### src/rtl/pipeline_hazard_ctrl_pkg.sv
// Shared definitions for the uDLX pipeline hazard sequencer: FSM state encodings,
// default register address width and the stall/flush control bundle.
package pipeline_pkg;

    localparam int REG_ADDR_WIDTH_DEF = 5;

    typedef enum logic [1:0] {
        ST_RUN      = 2'b00,
        ST_MEM_WAIT = 2'b01,
        ST_ABORT    = 2'b10
    } state_e;

    typedef struct packed {
        logic pc_stall;
        logic if_id_stall;
        logic if_id_flush;
        logic id_ex_stall;
        logic id_ex_flush;
        logic ex_mem_stall;
        logic ex_mem_flush;
        logic mem_wb_flush;
        logic mem_err;
    } ctrl_t;

    // Bit order follows ctrl_t: pc, if_id s/f, id_ex s/f, ex_mem s/f, mem_wb f, err
    localparam ctrl_t CTRL_NONE      = ctrl_t'(9'b000000000);
    localparam ctrl_t CTRL_MEM_STALL = ctrl_t'(9'b110101010);
    localparam ctrl_t CTRL_BRANCH    = ctrl_t'(9'b001010100);
    localparam ctrl_t CTRL_LOAD_USE  = ctrl_t'(9'b110010000);
    localparam ctrl_t CTRL_ABORT     = ctrl_t'(9'b000000011);

endpackage

### src/rtl/pipeline_hazard_ctrl_if.sv
// Pipeline-side control bundle of the hazard sequencer: hazard/memory/branch status
// from the datapath and stall/flush commands back to the pipeline registers.
interface pipeline_hazard_ctrl_if
    import pipeline_pkg::*;
#(
    parameter int REG_ADDR_WIDTH = REG_ADDR_WIDTH_DEF,
    parameter int CNT_WIDTH      = 16
);
    logic [REG_ADDR_WIDTH-1:0] id_rs_addr_in;
    logic [REG_ADDR_WIDTH-1:0] id_rt_addr_in;
    logic                      id_rs_used_in;
    logic                      id_rt_used_in;
    logic                      ex_load_in;
    logic [REG_ADDR_WIDTH-1:0] ex_wr_addr_in;
    logic                      mem_req_in;
    logic                      mem_ack_in;
    logic                      branch_taken_in;
    logic                      stall_cnt_clr_in;
    logic                      pc_stall_out;
    logic                      if_id_stall_out;
    logic                      if_id_flush_out;
    logic                      id_ex_stall_out;
    logic                      id_ex_flush_out;
    logic                      ex_mem_stall_out;
    logic                      ex_mem_flush_out;
    logic                      mem_wb_flush_out;
    logic                      mem_err_out;
    logic [CNT_WIDTH-1:0]      stall_count_out;
    logic [1:0]                state_out;

    modport master (
        output id_rs_addr_in, id_rt_addr_in, id_rs_used_in, id_rt_used_in,
               ex_load_in, ex_wr_addr_in, mem_req_in, mem_ack_in,
               branch_taken_in, stall_cnt_clr_in,
        input  pc_stall_out, if_id_stall_out, if_id_flush_out, id_ex_stall_out,
               id_ex_flush_out, ex_mem_stall_out, ex_mem_flush_out,
               mem_wb_flush_out, mem_err_out, stall_count_out, state_out
    );

    modport slave (
        input  id_rs_addr_in, id_rt_addr_in, id_rs_used_in, id_rt_used_in,
               ex_load_in, ex_wr_addr_in, mem_req_in, mem_ack_in,
               branch_taken_in, stall_cnt_clr_in,
        output pc_stall_out, if_id_stall_out, if_id_flush_out, id_ex_stall_out,
               id_ex_flush_out, ex_mem_stall_out, ex_mem_flush_out,
               mem_wb_flush_out, mem_err_out, stall_count_out, state_out
    );

endinterface

### src/rtl/pipeline_hazard_ctrl_hazard_detect.sv
// Combinational load-use compare between the load in EX and the sources read in ID.
// Register 0 is hard-wired, so a load targeting it never creates a hazard.
module hazard_detect #(
    parameter int ADDR_WIDTH = 5
) (
    input  logic                  ex_load_in,
    input  logic [ADDR_WIDTH-1:0] ex_wr_addr_in,
    input  logic [ADDR_WIDTH-1:0] rs_addr_in,
    input  logic                  rs_used_in,
    input  logic [ADDR_WIDTH-1:0] rt_addr_in,
    input  logic                  rt_used_in,
    output logic                  hazard_out
);

    // Match either used source against the load destination
    always_comb begin
        hazard_out = 1'b0;
        if (ex_load_in && (ex_wr_addr_in != {ADDR_WIDTH{1'b0}})) begin
            hazard_out = (rs_used_in && (rs_addr_in == ex_wr_addr_in)) ||
                         (rt_used_in && (rt_addr_in == ex_wr_addr_in));
        end else begin
            hazard_out = 1'b0;
        end
    end

endmodule

### src/rtl/pipeline_hazard_ctrl.sv
// Central stall/flush sequencer for the uDLX 5-stage pipeline: memory wait states with a
// timeout watchdog, taken-branch flushes and load-use stalls, plus a stall-cycle counter.
module pipeline_hazard_ctrl
    import pipeline_pkg::*;
#(
    parameter int REG_ADDR_WIDTH = REG_ADDR_WIDTH_DEF,
    parameter int MEM_TIMEOUT    = 16,
    parameter int CNT_WIDTH      = 16
) (
    input  logic                  clk,
    input  logic                  rst_n,
    pipeline_hazard_ctrl_if.slave bus
);

    localparam int                WAIT_W    = $clog2(MEM_TIMEOUT);
    localparam logic [WAIT_W-1:0] WAIT_ONE  = WAIT_W'(1);
    localparam logic [WAIT_W-1:0] WAIT_LAST = WAIT_W'(MEM_TIMEOUT - 1);
    localparam logic [CNT_WIDTH-1:0] CNT_MAX = {CNT_WIDTH{1'b1}};

    state_e                state_r;
    state_e                state_nxt_s;
    logic [WAIT_W-1:0]     wait_cnt_r;
    logic [WAIT_W-1:0]     wait_cnt_nxt_s;
    logic [WAIT_W-1:0]     wait_cnt_inc_s;
    logic [CNT_WIDTH-1:0]  stall_cnt_r;
    logic                  load_use_s;
    logic                  mem_stall_s;
    ctrl_t                 ctrl_dec_s;
    ctrl_t                 ctrl_out_s;

    hazard_detect #(
        .ADDR_WIDTH (REG_ADDR_WIDTH)
    ) u_hazard_detect (
        .ex_load_in    (bus.ex_load_in),
        .ex_wr_addr_in (bus.ex_wr_addr_in),
        .rs_addr_in    (bus.id_rs_addr_in),
        .rs_used_in    (bus.id_rs_used_in),
        .rt_addr_in    (bus.id_rt_addr_in),
        .rt_used_in    (bus.id_rt_used_in),
        .hazard_out    (load_use_s)
    );

    assign mem_stall_s    = bus.mem_req_in && !bus.mem_ack_in;
    assign wait_cnt_inc_s = wait_cnt_r + WAIT_ONE;

    // Next-state and control decode; memory stall outranks branch, branch outranks load-use
    always_comb begin
        state_nxt_s    = state_r;
        wait_cnt_nxt_s = wait_cnt_r;
        ctrl_dec_s     = CTRL_NONE;
        case (state_r)
            ST_RUN: begin
                if (mem_stall_s) begin
                    ctrl_dec_s     = CTRL_MEM_STALL;
                    wait_cnt_nxt_s = WAIT_ONE;
                    state_nxt_s    = (WAIT_ONE == WAIT_LAST) ? ST_ABORT : ST_MEM_WAIT;
                end else if (bus.branch_taken_in) begin
                    ctrl_dec_s = CTRL_BRANCH;
                end else if (load_use_s) begin
                    ctrl_dec_s = CTRL_LOAD_USE;
                end else begin
                    ctrl_dec_s = CTRL_NONE;
                end
            end
            ST_MEM_WAIT: begin
                if (bus.mem_ack_in) begin
                    ctrl_dec_s     = CTRL_NONE;
                    wait_cnt_nxt_s = {WAIT_W{1'b0}};
                    state_nxt_s    = ST_RUN;
                end else begin
                    ctrl_dec_s     = CTRL_MEM_STALL;
                    wait_cnt_nxt_s = wait_cnt_inc_s;
                    state_nxt_s    = (wait_cnt_inc_s == WAIT_LAST) ? ST_ABORT : ST_MEM_WAIT;
                end
            end
            ST_ABORT: begin
                // Pipeline advances, but the faulted access must not write back
                ctrl_dec_s     = CTRL_ABORT;
                wait_cnt_nxt_s = {WAIT_W{1'b0}};
                state_nxt_s    = ST_RUN;
            end
            default: begin
                ctrl_dec_s     = CTRL_NONE;
                wait_cnt_nxt_s = {WAIT_W{1'b0}};
                state_nxt_s    = ST_RUN;
            end
        endcase
    end

    // Force every control output quiet while reset is held
    always_comb begin
        ctrl_out_s = CTRL_NONE;
        if (!rst_n) begin
            ctrl_out_s = CTRL_NONE;
        end else begin
            ctrl_out_s = ctrl_dec_s;
        end
    end

    // FSM state and watchdog counter
    always_ff @(posedge clk or negedge rst_n) begin
        if (!rst_n) begin
            state_r    <= ST_RUN;
            wait_cnt_r <= {WAIT_W{1'b0}};
        end else begin
            state_r    <= state_nxt_s;
            wait_cnt_r <= wait_cnt_nxt_s;
        end
    end

    // Saturating stall-cycle counter; clear beats increment
    always_ff @(posedge clk or negedge rst_n) begin
        if (!rst_n) begin
            stall_cnt_r <= {CNT_WIDTH{1'b0}};
        end else if (bus.stall_cnt_clr_in) begin
            stall_cnt_r <= {CNT_WIDTH{1'b0}};
        end else if (ctrl_out_s.pc_stall && (stall_cnt_r != CNT_MAX)) begin
            stall_cnt_r <= stall_cnt_r + {{(CNT_WIDTH-1){1'b0}}, 1'b1};
        end else begin
            stall_cnt_r <= stall_cnt_r;
        end
    end

    assign bus.pc_stall_out     = ctrl_out_s.pc_stall;
    assign bus.if_id_stall_out  = ctrl_out_s.if_id_stall;
    assign bus.if_id_flush_out  = ctrl_out_s.if_id_flush;
    assign bus.id_ex_stall_out  = ctrl_out_s.id_ex_stall;
    assign bus.id_ex_flush_out  = ctrl_out_s.id_ex_flush;
    assign bus.ex_mem_stall_out = ctrl_out_s.ex_mem_stall;
    assign bus.ex_mem_flush_out = ctrl_out_s.ex_mem_flush;
    assign bus.mem_wb_flush_out = ctrl_out_s.mem_wb_flush;
    assign bus.mem_err_out      = ctrl_out_s.mem_err;
    assign bus.stall_count_out  = stall_cnt_r;
    assign bus.state_out        = state_r;

endmodule

### src/flat_wrapper.sv
// flat-port wrapper written by rule: the top's interface ports become plain ports
module pipeline_hazard_ctrl_flat import pipeline_pkg::*;
#(
    parameter int REG_ADDR_WIDTH = REG_ADDR_WIDTH_DEF,
    parameter int MEM_TIMEOUT    = 16,
    parameter int CNT_WIDTH      = 16
)
  (clk, rst_n, bus_id_rs_addr_in, bus_id_rt_addr_in, bus_id_rs_used_in, bus_id_rt_used_in, bus_ex_load_in, bus_ex_wr_addr_in, bus_mem_req_in, bus_mem_ack_in, bus_branch_taken_in, bus_stall_cnt_clr_in, bus_pc_stall_out, bus_if_id_stall_out, bus_if_id_flush_out, bus_id_ex_stall_out, bus_id_ex_flush_out, bus_ex_mem_stall_out, bus_ex_mem_flush_out, bus_mem_wb_flush_out, bus_mem_err_out, bus_stall_count_out, bus_state_out);
  pipeline_hazard_ctrl_if #(.REG_ADDR_WIDTH(REG_ADDR_WIDTH), .CNT_WIDTH(CNT_WIDTH)) bus_i ();
  input  logic clk;
  input  logic rst_n;
  input wire logic [$bits(bus_i.id_rs_addr_in)-1:0] bus_id_rs_addr_in;
  input wire logic [$bits(bus_i.id_rt_addr_in)-1:0] bus_id_rt_addr_in;
  input wire logic [$bits(bus_i.id_rs_used_in)-1:0] bus_id_rs_used_in;
  input wire logic [$bits(bus_i.id_rt_used_in)-1:0] bus_id_rt_used_in;
  input wire logic [$bits(bus_i.ex_load_in)-1:0] bus_ex_load_in;
  input wire logic [$bits(bus_i.ex_wr_addr_in)-1:0] bus_ex_wr_addr_in;
  input wire logic [$bits(bus_i.mem_req_in)-1:0] bus_mem_req_in;
  input wire logic [$bits(bus_i.mem_ack_in)-1:0] bus_mem_ack_in;
  input wire logic [$bits(bus_i.branch_taken_in)-1:0] bus_branch_taken_in;
  input wire logic [$bits(bus_i.stall_cnt_clr_in)-1:0] bus_stall_cnt_clr_in;
  output wire logic [$bits(bus_i.pc_stall_out)-1:0] bus_pc_stall_out;
  output wire logic [$bits(bus_i.if_id_stall_out)-1:0] bus_if_id_stall_out;
  output wire logic [$bits(bus_i.if_id_flush_out)-1:0] bus_if_id_flush_out;
  output wire logic [$bits(bus_i.id_ex_stall_out)-1:0] bus_id_ex_stall_out;
  output wire logic [$bits(bus_i.id_ex_flush_out)-1:0] bus_id_ex_flush_out;
  output wire logic [$bits(bus_i.ex_mem_stall_out)-1:0] bus_ex_mem_stall_out;
  output wire logic [$bits(bus_i.ex_mem_flush_out)-1:0] bus_ex_mem_flush_out;
  output wire logic [$bits(bus_i.mem_wb_flush_out)-1:0] bus_mem_wb_flush_out;
  output wire logic [$bits(bus_i.mem_err_out)-1:0] bus_mem_err_out;
  output wire logic [$bits(bus_i.stall_count_out)-1:0] bus_stall_count_out;
  output wire logic [$bits(bus_i.state_out)-1:0] bus_state_out;
  assign bus_i.id_rs_addr_in = bus_id_rs_addr_in;
  assign bus_i.id_rt_addr_in = bus_id_rt_addr_in;
  assign bus_i.id_rs_used_in = bus_id_rs_used_in;
  assign bus_i.id_rt_used_in = bus_id_rt_used_in;
  assign bus_i.ex_load_in = bus_ex_load_in;
  assign bus_i.ex_wr_addr_in = bus_ex_wr_addr_in;
  assign bus_i.mem_req_in = bus_mem_req_in;
  assign bus_i.mem_ack_in = bus_mem_ack_in;
  assign bus_i.branch_taken_in = bus_branch_taken_in;
  assign bus_i.stall_cnt_clr_in = bus_stall_cnt_clr_in;
  assign bus_pc_stall_out = bus_i.pc_stall_out;
  assign bus_if_id_stall_out = bus_i.if_id_stall_out;
  assign bus_if_id_flush_out = bus_i.if_id_flush_out;
  assign bus_id_ex_stall_out = bus_i.id_ex_stall_out;
  assign bus_id_ex_flush_out = bus_i.id_ex_flush_out;
  assign bus_ex_mem_stall_out = bus_i.ex_mem_stall_out;
  assign bus_ex_mem_flush_out = bus_i.ex_mem_flush_out;
  assign bus_mem_wb_flush_out = bus_i.mem_wb_flush_out;
  assign bus_mem_err_out = bus_i.mem_err_out;
  assign bus_stall_count_out = bus_i.stall_count_out;
  assign bus_state_out = bus_i.state_out;
  pipeline_hazard_ctrl #(.REG_ADDR_WIDTH(REG_ADDR_WIDTH), .MEM_TIMEOUT(MEM_TIMEOUT), .CNT_WIDTH(CNT_WIDTH)) u_core (.clk(clk), .rst_n(rst_n), .bus(bus_i));
endmodule
### config.mk
export PLATFORM = sky130hd
export DESIGN_NAME = pipeline_hazard_ctrl_flat
export DESIGN_NICKNAME = d
export VERILOG_FILES = /design/src/rtl/pipeline_hazard_ctrl_pkg.sv /design/src/rtl/pipeline_hazard_ctrl_if.sv /design/src/rtl/pipeline_hazard_ctrl_hazard_detect.sv /design/src/rtl/pipeline_hazard_ctrl.sv /design/src/flat_wrapper.sv
export SDC_FILE = /design/constraint.sdc
export NUM_CORES = 1
export LEC_CHECK = 0
export ABC_CLOCK_PERIOD_IN_PS = 3200
export BUFFER_PORTS_ARGS = -buffer_cell sky130_fd_sc_hd__buf_4
export CAP_MARGIN = 30
export CORE_MARGIN = 2
export CORE_UTILIZATION = 54
export CTS_BUF_LIST = sky130_fd_sc_hd__clkbuf_4
export DETAILED_ROUTE_END_ITERATION = 16
export PLACE_DENSITY_LB_ADDON = 0.3
export SLEW_MARGIN = 20
export SYNTH_ARGS = -nofsm -noshare
export SYNTH_HDL_FRONTEND = slang
export SYNTH_SLANG_ARGS = --single-unit
### constraint.sdc
create_clock -name clk -period 3.2 [get_ports clk]
set_input_delay 0.64 -clock clk [delete_from_list [all_inputs] [get_ports clk]]
set_output_delay 0.64 -clock clk [all_outputs]
set_load 0.01 [all_outputs]
-- Yosys cells after proc, flatten, opt, wreduce, memory -nomap -nowiden
Cells that the tools add are included.
- flip-flop bits (word level): 22
- bits in latches: 0
- RAM bits: 0
- ROM bits: 0
- output and inout port bits: 27
- word-level logic and storage cells: 38
- memories kept: 0
- add/sub/neg operators: 2
- $mul: 0
- div/mod/pow operators: 0
- order comparisons: 0
- equality and inequality tests: 7
- shift operators: 0
- multiplexer cells: 16
- bitwise operators: 0
- reductions and logical operators: 10
- operators with widths (cell ; number):
    9-bit 2-to-1 mux ; 5
    16-bit 2-to-1 mux ; 2
    9-bit one-hot mux with 3 select lines ; 1
    16-bit by 1-bit adder with 16-bit output (second input constant) ; 1
    16-bit != test (second input constant) ; 1
    5-bit == test ; 2
    4-bit 2-to-1 mux ; 2
    4-bit one-hot mux with 2 select lines ; 1
    2-bit 2-to-1 mux ; 3
    1-bit logical AND ; 5
    5-bit nonzero test ; 1
    4-bit by 1-bit adder with 4-bit output (second input constant) ; 1
    4-bit == test (second input constant) ; 1
    2-bit one-hot mux with 2 select lines ; 1
    2-bit by 1-bit == test with 1-bit output (second input constant) ; 1
    2-bit == test (second input constant) ; 1
    2-bit zero test ; 1
    2-bit by 1-bit != test with 1-bit output (second input constant) ; 1
    2-bit nonzero test ; 1
    1-bit zero test ; 1
    1-bit logical OR ; 1
    1-bit 2-to-1 mux ; 1

-- Longest topological paths before layout
Gate-level depths: netlist of the first run.
- word-level depth: 12
- gate-level depth with buffers: 8

-- Hierarchy
From an unflattened synthesis of the first run, not the netlist that was laid out.
- cell total of the unflattened synthesis: 159
- area total of the unflattened synthesis: 1473.9 µm²
- modules (own cells, without submodules) (module ; instances ; cells each ; area an instance (µm²) ; seq. area each (µm²)):
    pipeline_hazard_ctrl ; 1 ; 142 ; 1340.0 ; 550.5
    hazard_detect ; 1 ; 17 ; 133.9 ; 0.0

-- Worst setup path after synthesis of the first run
No wires, ideal clock.
- kind: input to output
- from: input bus_ex_wr_addr_in[0]
- to: output bus_pc_stall_out
- arrival time: 1.988 ns
- required time: 2.560 ns
- path slack: 0.572 ns
- stages: 6
- path buffers: 2
- cell sequence: or4_1 -> o21a_1 -> a31oi_1 -> buf_2 -> inv_1 -> buf_4
- word-level cells in the longest chain between the ends: 9
- RTL lines (element ; line ; RTL):
    start: declaration ; flat_wrapper.sv:17 ; input wire logic [$bits(bus_i.ex_wr_addr_in)-1:0] bus_ex_wr_addr_in;
    5-bit == test (on tied branches) ; pipeline_hazard_ctrl_hazard_detect.sv:19, pipeline_hazard_ctrl_hazard_detect.sv:20 ;
    1-bit logical AND (on tied branches) ; pipeline_hazard_ctrl_hazard_detect.sv:19, pipeline_hazard_ctrl_hazard_detect.sv:20 ;
    1-bit logical OR ; pipeline_hazard_ctrl_hazard_detect.sv:19 ; hazard_out = (rs_used_in && (rs_addr_in == ex_wr_addr_in)) ||
    1-bit 2-to-1 mux (*) ; pipeline_hazard_ctrl_hazard_detect.sv:18 ; if (ex_load_in && (ex_wr_addr_in != {ADDR_WIDTH{1'b0}})) begin
    9-bit 2-to-1 mux (*) ; pipeline_hazard_ctrl.sv:59 ; end else if (load_use_s) begin
    9-bit 2-to-1 mux (*) ; pipeline_hazard_ctrl.sv:57 ; end else if (bus.branch_taken_in) begin
    9-bit 2-to-1 mux (*) ; pipeline_hazard_ctrl.sv:53 ; if (mem_stall_s) begin
    9-bit one-hot mux with 3 select lines (*) ; pipeline_hazard_ctrl.sv:51 ; case (state_r)
    9-bit 2-to-1 mux (*) ; pipeline_hazard_ctrl.sv:93 ; if (!rst_n) begin
    end: declaration ; flat_wrapper.sv:22 ; output wire logic [$bits(bus_i.pc_stall_out)-1:0] bus_pc_stall_out;
Every way passes the cells marked *; elsewhere a longest branch is shown, timed or not.

-- Worst setup path after layout of the first run
- from: input bus_ex_wr_addr_in[0]
- to: output bus_if_id_stall_out
- word-level cells in the longest chain between the ends: 9
- RTL lines (element ; line ; RTL):
    5-bit == test (on tied branches) ; pipeline_hazard_ctrl_hazard_detect.sv:19, pipeline_hazard_ctrl_hazard_detect.sv:20 ;
    1-bit logical AND (on tied branches) ; pipeline_hazard_ctrl_hazard_detect.sv:19, pipeline_hazard_ctrl_hazard_detect.sv:20 ;
    1-bit logical OR ; pipeline_hazard_ctrl_hazard_detect.sv:19 ;
    1-bit 2-to-1 mux (*) ; pipeline_hazard_ctrl_hazard_detect.sv:18 ;
    9-bit 2-to-1 mux (*) ; pipeline_hazard_ctrl.sv:59 ;
    9-bit 2-to-1 mux (*) ; pipeline_hazard_ctrl.sv:57 ;
    9-bit 2-to-1 mux (*) ; pipeline_hazard_ctrl.sv:53 ;
    9-bit one-hot mux with 3 select lines (*) ; pipeline_hazard_ctrl.sv:51 ;
    9-bit 2-to-1 mux (*) ; pipeline_hazard_ctrl.sv:93 ;
    end: declaration ; flat_wrapper.sv:23 ; output wire logic [$bits(bus_i.if_id_stall_out)-1:0] bus_if_id_stall_out;
Marks and branches as above.

==> impl_metrics.toml, run 1 <==
[run]
maxCapViolCount = 0

[cts]
ctsHoldBuffers = 0
cts.sinks = 22
cts-root-buf = "clkbuf_4"
clockBufferDepth = 2
clkTransAtPathRegs_ns = 0.12
worst_skew_pair.late_latency_ns = 0.31
cts_tree = "done"
cts_made_buffers = 3
cts_setup_buffers = 0
htree_levels = 1
cts_resized = 0

[drt]
drt_wl_total_um = 3360
ant_nets = 0
drt_first_pass_iters = 4
via_per_inst = 5.81
drc = 0
wire_per_inst_um = 14.3
drt_iter0_markers = 28
via_count = 1360

[die]
initial_core_util = 0.566
num_rows = 18
core_area_um2 = 2450
die_area_um2 = 3000
chipWidth_um = 54.7
ioPinCount = 51
fp.dieH_um = 54.7

[power]
powerDensity_nw_per_um2 = 342
post-layout-total-power_mw = 0.608
power.leakage_nw = 0.808
peakVddDrop_mv = 0.414

[timing]
finalSetupTns_ns = 0
finalClockSkew_ns = 0.00167
rsz0062_at_grt = "false"
period_minus_slack_ns = 2.66
slew_viol_final = 0
fin_crit_sh = 0.831
fmax_mhz = 376
timing.final.hold_violations = 0
maxSlewHeadroom = 0.731
tightest_slew_ns = 0.401
setup_viol = 0

[placed_design]
detailed_place_hpwl_um = 2530
dp.cells = 231
gp_congestion = 0.832
placed_cell_area_um2 = 1750
io_buffers = 50

[final_layout]
finalNetCount = 233
drive_gt1_frac = 0.279
final_util = 0.724
area_growth_pct = 27.8
finalNonFillerCells = 234
fin_area_um2 = 1780
fill_cells = 197
diodes = 0

[logic_synthesis]
yosys_warnings = 0
synthArstFlopShare = 1.00
synth_most_common_cell = "dfrtp_1"
yosysTopAreaCell = "dfrtp_1"
postSynthCellCount = 159
synth_edf_count = 0
synth_area_leaders = "dfrtp_1 40%, xnor2_1 13%, nor2_1 4.9%, nand2_1 3.8%, a21oi_1 3.2%"
ys_seq_area_frac = 0.396
synth_cell_types = 34
synth_seq_cells = 22
syn_area_per_cell_um2 = 8.74
syn_area_um2 = 1390
ys_top_cells_by_count = "22 x dfrtp_1, 20 x xnor2_1, 18 x nor2_1"
netlist.area_leader.share = 0.396
synth_nets = 186
synthFlopType = "dfrtp_1"

[critical_path]
cpPeakStageDelay_ns = 0.52
worst_setup_path_end_kind = "output port"
arrival_ns = 2.02
path_cells = "buf_4 > or4_1 > o21a_1 > a31oi_1 > inv_1 > buf_4"
crit_required_ns = 2.56
cp-start-kind = "input port"
worstSetupPathType = "input port to output port"
cp-startpoint = "bus_ex_wr_addr_in[0]"
worstPathMaxFanout = 3
r2r_slack_ns = 0.88
crit_path_frequent_cell = "buf_4"
rr_startpoint = "u_core.bus.state_out[0]$_DFFE_PN0P_"
r2r_end = "u_core.bus.stall_count_out[9]$_DFFE_PN0P_"
cp_slowest_cell = "or4_1"
reg2reg_depth = 7
endpoint = "bus_if_id_stall_out"

[global_routing]
grt_max_degree = 28
grt_pass1_wl_um = 5310
grt_pass1_vias = 1263
track_usage = 0.247
overflow = 0
antenna_found_initial = 0

[run_status]
status = "complete, no violations"

[min_path]
hp-class = "input port to asynchronous set/reset pin"
## cell families after synthesis
kind of cell               synth area share
AOI/OAI and AO/OA                    0.0837
adders and majority gates            0.0270
and+or+nand+nor                       0.298
DFF                                   0.396
xor gates and xnor gates              0.139
buffers and inverters                0.0567
## per-stage QoR
stage / setup WS [ns] / hold WS [ns]
final: 0.542 / 0.199
after global routing: 0.477 / 0.224
after CTS: 0.551 / 0.209
after detailed placement: 0.561 / 0.547
after global placement: 0.599 / 0.494
after floorplan: 0.572 / 0.344
## how the worst min path moves through the flow
| stage | to | startpoint |
|---|---|---|
| final | u_core.bus.stall_count_out[6]$_DFFE_PN0P_ | rst_n |
| after global routing | u_core.bus.stall_count_out[9]$_DFFE_PN0P_ | rst_n |
| after CTS | u_core.bus.stall_count_out[7]$_DFFE_PN0P_ | rst_n |
| after detailed placement | u_core.wait_cnt_r[3]$_DFFE_PN0P_ | u_core.wait_cnt_r[3]$_DFFE_PN0P_ |
| after global placement | u_core.wait_cnt_r[3]$_DFFE_PN0P_ | u_core.wait_cnt_r[3]$_DFFE_PN0P_ |
| after floorplan | u_core.bus.stall_count_out[0]$_DFFE_PN0P_ | rst_n |
## final cells by class
cell class / count / area, um^2 / share of cell area
Sequential cell: 22 / 551 / 0.310
Clock buffer: 3 / 22.5 / 0.0127
Timing Repair Buffer: 52 / 390 / 0.220
Multi-Input combinational cell: 123 / 761 / 0.428
Tap cell: 30 / 37.5 / 0.0211
Inverter: 4 / 15.0 / 0.00845
## routing by layer
| metal | share of wire | GRT usage | wire length (um) | vias to the layer above |
|---|---|---|---|---|
| met2 | 0.47 | 0.411 | 1580 | 56 |
| met1 | 0.44 | 0.307 | 1480 | 651 |
| met4 | 0.014 | 0.125 | 47 | 0 |
| met3 | 0.071 | 0.0410 | 239 | 7 |
| met5 | 0 | 0 | 0 | - |
| li1 | - | - | - | 646 |
## worst max-delay path, delay by kind of cell
kind	cells	cell delay, ns
AND/OR/NAND/NOR	1	0.52
buffers and inverters	3	0.37
AO/OA/AOI/OAI	2	0.47
## flip-flops by register name (all words and copies together) (netlist names)
name / count
u_core.bus.state_out: 2
u_core.bus.stall_count_out: 16
u_core.wait_cnt_r: 4
## cell usage in the layout, fill, tap and decap left out
master and n:
a31oi_1 2, and4_1 3, a21oi_1 9, o31ai_1 1, nor3b_1 2, and2_1 1
nor3_1 8, nor4b_4 1, o22ai_1 1, or4_1 1, nor4b_1 1, nor2_1 18
xnor2_1 20, or2_1 1, buf_4 52, and3_1 3, nand3_1 7, clkbuf_4 3
nand4_1 5, nand2_1 14, o21ai_0 6, ha_1 3, nor4_1 4, dfrtp_1 22
xor2_1 2, inv_1 4, a211oi_1 1, or2_2 1, nor2b_1 1, o21a_1 1
or3_1 6
## power breakdown
group          internal, mW  switching, mW  total, mW  leakage [nW]
combinational        0.0746         0.0768      0.151         0.492
sequential            0.297         0.0281      0.325         0.302
clock                0.0442         0.0874      0.132        0.0138
No activity file was read; power rests on OpenSTA's default activity.
==> run 2, diff against run 1 <==
ABC_AREA = 1   (was not set)
ABC_CLOCK_PERIOD_IN_PS = 2200   (was 3200)
CORE_UTILIZATION = 48   (was 54)
clock period = 2.2 ns   (was 3.2 ns; I/O delays follow)
==> run 2 against run 1 <==
  * Clock skew rose by 0.0048 ns
  * Combinational power rose to 2.6 times the previous value
  * Clock-buffer cell count did not move
  * Highest routed layer unchanged
==> impl_metrics.toml, run 2 <==
[run_status]
status = "complete, no violations"

[drt]
drt_wl_total_um = 3770
drt_iter0_markers = 57
via_count = 1687
via_per_inst = 4.89
wire_per_inst_um = 10.9
ant_nets = 0
drt_first_pass_iters = 4
drc = 0

[logic_synthesis]
synth_xor_area_frac = 0.0722
yosysTopAreaCell = "dfrtp_1"
ys_top_cells_by_count = "69 x nand2_1, 35 x inv_1, 23 x nand3_1, 23 x nor2_1, 22 x dfrtp_1"
synthArstFlopShare = 1.00
synth_fa_ha_area_frac = 0.0221
synth_most_common_cell = "nand2_1"
ys_seq_area_frac = 0.324
synth_compound_area_frac = 0.0339
netlist.area_leader.share = 0.324
synth_edf_count = 0
synthFlopType = "dfrtp_1"
syn_area_per_cell_um2 = 6.76
synth_cell_types = 26
synth_area_leaders = "dfrtp_1 32%, nand2_1 15%, inv_1 7.7%, nand4_1 7.0%, nand3_1 6.8%"
synth_seq_cells = 22
synth-simple-area-share = 0.419
yosys_warnings = 0
syn_area_um2 = 1700
synth_nets = 278
postSynthCellCount = 251
synth_top_family_by_area = "simple AND/OR/NAND/NOR gates"
muxShareOfSynthArea = 0

[timing]
slew_viol_final = 0
finalClockSkew_ns = 0.00645
fmax_mhz = 485
timing.final.hold_violations = 0
period_minus_slack_ns = 2.06
rsz0062_at_grt = "false"
fin_crit_sh = 0.938
finalSetupTns_ns = 0
setup_viol = 0
finalWorstSetupSlack_ns = 0.136
maxSlewHeadroom = 0.721
tightest_slew_ns = 0.417

[critical_path]
crit_path_frequent_cell = "inv_1"
worstPathMaxFanout = 7
worstSetupPathType = "flop to output port"
cp-start-kind = "flop"
reg2reg_depth = 9
worst_setup_path_end_kind = "output port"
arrival_ns = 1.62
path_cells = "nor2_1 > inv_1 > nor2_4 > inv_1 > nor3_1 > buf_4"
crit_required_ns = 1.76
cp_slowest_cell = "dfrtp_1"
cpPeakStageDelay_ns = 0.42

[min_path]
hp-class = "input port to asynchronous set/reset pin"

[global_routing]
grt_pass1_wl_um = 6640
grt_pass1_vias = 1519
antenna_found_initial = 0
grt_max_degree = 33
overflow = 0
track_usage = 0.200

[cts]
cts.sinks = 22
clkTransAtPathRegs_ns = 0.12
cts_made_buffers = 3
cts_tree = "done"
htree_levels = 1
cts_setup_buffers = 0
clockBufferDepth = 2
worst_skew_pair.late_latency_ns = 0.30
cts-root-buf = "clkbuf_4"

[placed_design]
io_buffers = 50
detailed_place_hpwl_um = 2930
dpl_worst_slack_ns = 0.246
gp_congestion = 0.856
placed_cell_area_um2 = 2090

[die]
initial_core_util = 0.505
die_area_um2 = 4030
chipWidth_um = 63.5
core_area_um2 = 3360
ioPinCount = 51
num_rows = 21
fp.dieH_um = 63.5

[power]
power.leakage_nw = 1.24
peakVddDrop_mv = 0.458
post-layout-total-power_mw = 1.05
powerDensity_nw_per_um2 = 489

[final_layout]
drive_gt1_frac = 0.244
finalNetCount = 327
largest_reg_flops = 16
final_cell_mix = "69 x nand2_1, 53 x buf_4, 35 x inv_1"
diodes = 0
area_growth_pct = 26.2
layout_commonest_cell = "nand2_1"
fin_area_um2 = 2140

[run]
maxCapViolCount = 0
run 2: cell count changes in the layout (fill, tap and decap cells not counted), moves of 4 or more:
cell and delta:
nor2_1 +4, nand2_1 +55, nor2_4 +4, xnor2_1 -16, inv_2 +6, nand4_1 +14
a21oi_1 -6, nand3_1 +16, inv_1 +31, nor4_1 -4, or3_1 -6, xor2_1 +8
run 2: cell families after synthesis:
family / after synthesis
buffers and inverters: 51
AO/OA/AOI/OAI: 11
XOR/XNOR: 14
adder cells (fa/ha/maj): 3
flip-flops: 22
AND/OR/NAND/NOR: 150
run 2: critical path: cells and delay by family (launching register included):
kind / cells / cell delay, ns
flip-flops: 1 / 0.42
AND/OR/NAND/NOR: 3 / 0.54
buffers and inverters: 3 / 0.37
run 2: final timing paths:
path,end,startpoint,slack (ns)
min in group clk,u_core.bus.state_out[1]$_DFFE_PN0P_,bus_mem_ack_in,0.33
max,bus_id_ex_flush_out,u_core.bus.state_out[1]$_DFFE_PN0P_,0.14
max reg2reg,u_core.bus.stall_count_out[3]$_DFFE_PN0P_,u_core.bus.stall_count_out[0]$_DFFE_PN0P_,0.24
min reg2reg,u_core.wait_cnt_r[3]$_DFFE_PN0P_,u_core.wait_cnt_r[3]$_DFFE_PN0P_,0.57
max in group asynchronous,u_core.wait_cnt_r[3]$_DFFE_PN0P_,rst_n,1.28
min,u_core.bus.stall_count_out[13]$_DFFE_PN0P_,rst_n,0.1
run 2: power by group:
part,leakage [nW],total [mW],internal (mW),switching (mW)
Clock,0.0154,0.181,0.0661,0.115
Sequential,0.302,0.473,0.438,0.0352
Combinational,0.925,0.393,0.159,0.234
run 2: layout make-up:
cell class                 count  area, um^2
fill                         327        1220
multi-input combinational    178         947
sequential                    22         551
timing repair buffer          54         408
inverter                      41         154
tap                           46        57.6
clock buffer                   3        22.5
clock inverter                 1        3.75
run 2: timing repair:
action / CTS / global route
endpoints found under the hold margin: 9 / 0
pin swaps: 0 / 0
setup endpoints to repair: 1 / 5
gates resized for setup: 1 / 3
hold buffers: 1 / 0
run 2: metrics by stage:
step | utilization | std cells | hold slack, ns
final | 0.637 | 345 | 0.0970
after global routing | 0.637 | 345 | 0.0893
after CTS | 0.633 | 345 | 0.0978
after detailed placement | 0.621 | 340 | 0.291
after global placement | 0.621 | 340 | 0.286
after floorplan | - | 251 | 0.144
run 2: metal layers:
layer	part of all wire	global-route usage
met1	0.48	0.283
met2	0.45	0.317
met3	0.059	0.0321
met4	0.013	0.0571
met5	0	0
==> run 3, diff against run 2 <==
RECOVER_POWER = 25   (was not set)
==> run 3 against run 2 <==
  * Clock power barely moved
  * Flip-flop and latch count did not move
  * Die area stayed put
  * Clock-buffer cell count is the same
  * Via count is the same
  * Cell count unchanged
  * Sequential power about the same
  * Combinational power about the same
  * Sequential share of layout area grew 0.090 points
  * Register-to-register slack about the same
  * Critical endpoint unchanged
  * Highest routed layer unchanged
==> impl_metrics.toml, run 3 (synthesis results as in run 2) <==
[run_status]
status = "complete, no violations"

[final_layout]
layout_commonest_cell = "nand2_1"
area_growth_pct = 25.8
largest_reg_flops = 16
multi_input_area_um2 = 947
seqCellArea_um2 = 551
fin_area_um2 = 2140
diodes = 0
fill_cells = 328
finalNetCount = 327
drive_gt1_frac = 0.237
final_cell_mix = "69 x nand2_1, 51 x buf_4, 35 x inv_1"

[power]
powerDensity_nw_per_um2 = 489
peakVddDrop_mv = 0.457
power.leakage_nw = 1.24

[timing]
setup_viol = 0
finalClockSkew_ns = 0.00613
timing.final.hold_violations = 0
fin_crit_sh = 0.938
maxSlewHeadroom = 0.490
slew_viol_final = 0
fmax_mhz = 485
finalSetupTns_ns = 0
tightest_slew_ns = 0.764
period_minus_slack_ns = 2.06
rsz0062_at_grt = "false"

[cts]
cts-root-buf = "clkbuf_4"
htree_levels = 1
cts_setup_buffers = 0
cts_tree = "done"
worst_skew_pair.late_latency_ns = 0.30
cts.sinks = 22
cts_made_buffers = 3
clockBufferDepth = 2
clkTransAtPathRegs_ns = 0.11

[critical_path]
arrival_ns = 1.62
cpPeakStageDelay_ns = 0.42
path_cells = "nor2_1 > inv_1 > nor2_4 > inv_1 > nor3_1 > buf_4"
worst_setup_path_end_kind = "output port"
crit_required_ns = 1.76
worst-path-buf-inv = 3
worstPathMaxFanout = 7
cp-startpoint = "u_core.bus.state_out[1]$_DFFE_PN0P_"
crit_path_frequent_cell = "inv_1"
worstSetupPathType = "flop to output port"
critPathTopFamily = "simple AND/OR/NAND/NOR gates"
cp-start-kind = "flop"
cp_slowest_cell = "dfrtp_1"
rr_startpoint = "u_core.bus.stall_count_out[0]$_DFFE_PN0P_"

[die]
ioPinCount = 51
core_area_um2 = 3360
num_rows = 21
die_area_um2 = 4030
fp.dieH_um = 63.5
chipWidth_um = 63.5
initial_core_util = 0.505

[global_routing]
grt_pass1_vias = 1519
grt_pass1_wl_um = 6640
track_usage = 0.200
grt_max_degree = 33
overflow = 0
antenna_found_initial = 0

[drt]
drt_iter0_markers = 57
via_count = 1687
drt_wl_total_um = 3760
wire_per_inst_um = 10.9
drt_first_pass_iters = 4
ant_nets = 0
via_per_inst = 4.89
drc = 0

[placed_design]
placed_cell_area_um2 = 2090
gp_congestion = 0.856
io_buffers = 50
detailed_place_hpwl_um = 2930

[min_path]
hp-class = "input port to flop"
holdCritStartpoint = "bus_mem_ack_in"

[run]
maxCapViolCount = 0
-- run 3: where the power goes --
group | switching, mW | total, mW | leakage (nW) | internal, mW
combinational | 0.234 | 0.391 | 0.918 | 0.157
sequential | 0.0353 | 0.473 | 0.302 | 0.438
clock | 0.115 | 0.181 | 0.0154 | 0.0661
-- run 3: path summary, 6_finish.rpt --
path,slack (ns),cells after the start,to
worst max-delay path,0.14,6,bus_id_ex_flush_out
worst min-delay path,0.33,2,u_core.bus.state_out[1]$_DFFE_PN0P_
worst max register to register,0.25,9,u_core.bus.stall_count_out[4]$_DFFE_PN0P_
worst min register to register,0.57,2,u_core.wait_cnt_r[3]$_DFFE_PN0P_
max in group asynchronous,1.16,2,u_core.wait_cnt_r[3]$_DFFE_PN0P_
min in group asynchronous,0.42,2,u_core.bus.stall_count_out[13]$_DFFE_PN0P_
-- run 3: through the flow --
step / total power, mW / util / std cells / worst slack, ns / hold slack [ns]
6_report: 1.05 / 0.635 / 345 / 0.137 / 0.330
5_1_grt: 1.13 / 0.635 / 345 / 0.00144 / 0.316
4_1_cts: 1.04 / 0.633 / 345 / 0.0624 / 0.0978
3_5_place_dp: 0.855 / 0.621 / 340 / 0.246 / 0.291
3_3_place_gp: 0.842 / 0.621 / 340 / 0.273 / 0.286
2_1_floorplan: 0.714 / - / 251 / 0.354 / 0.144
-- run 3: timing repair --
item                       4_1_cts  5_1_grt
setup endpoints to repair        1        5
hold endpoints to repair         9        0
gates resized for setup          1        3
hold buffers                     1        0
-- run 3: cell type report --
class | instances | area share
clock buffers | 3 | 0.0105
inverters | 41 | 0.0721
clock inverters | 1 | 0.00176
repair buffers | 54 | 0.187
multi-input cells | 178 | 0.443
flip-flops and latches | 22 | 0.258
well taps | 46 | 0.0269
-- run 3: metal layers --
layer / share of wire / track usage
met1: 0.48 / 0.283
met3: 0.057 / 0.0321
met5: 0 / 0
met2: 0.45 / 0.317
met4: 0.013 / 0.0571
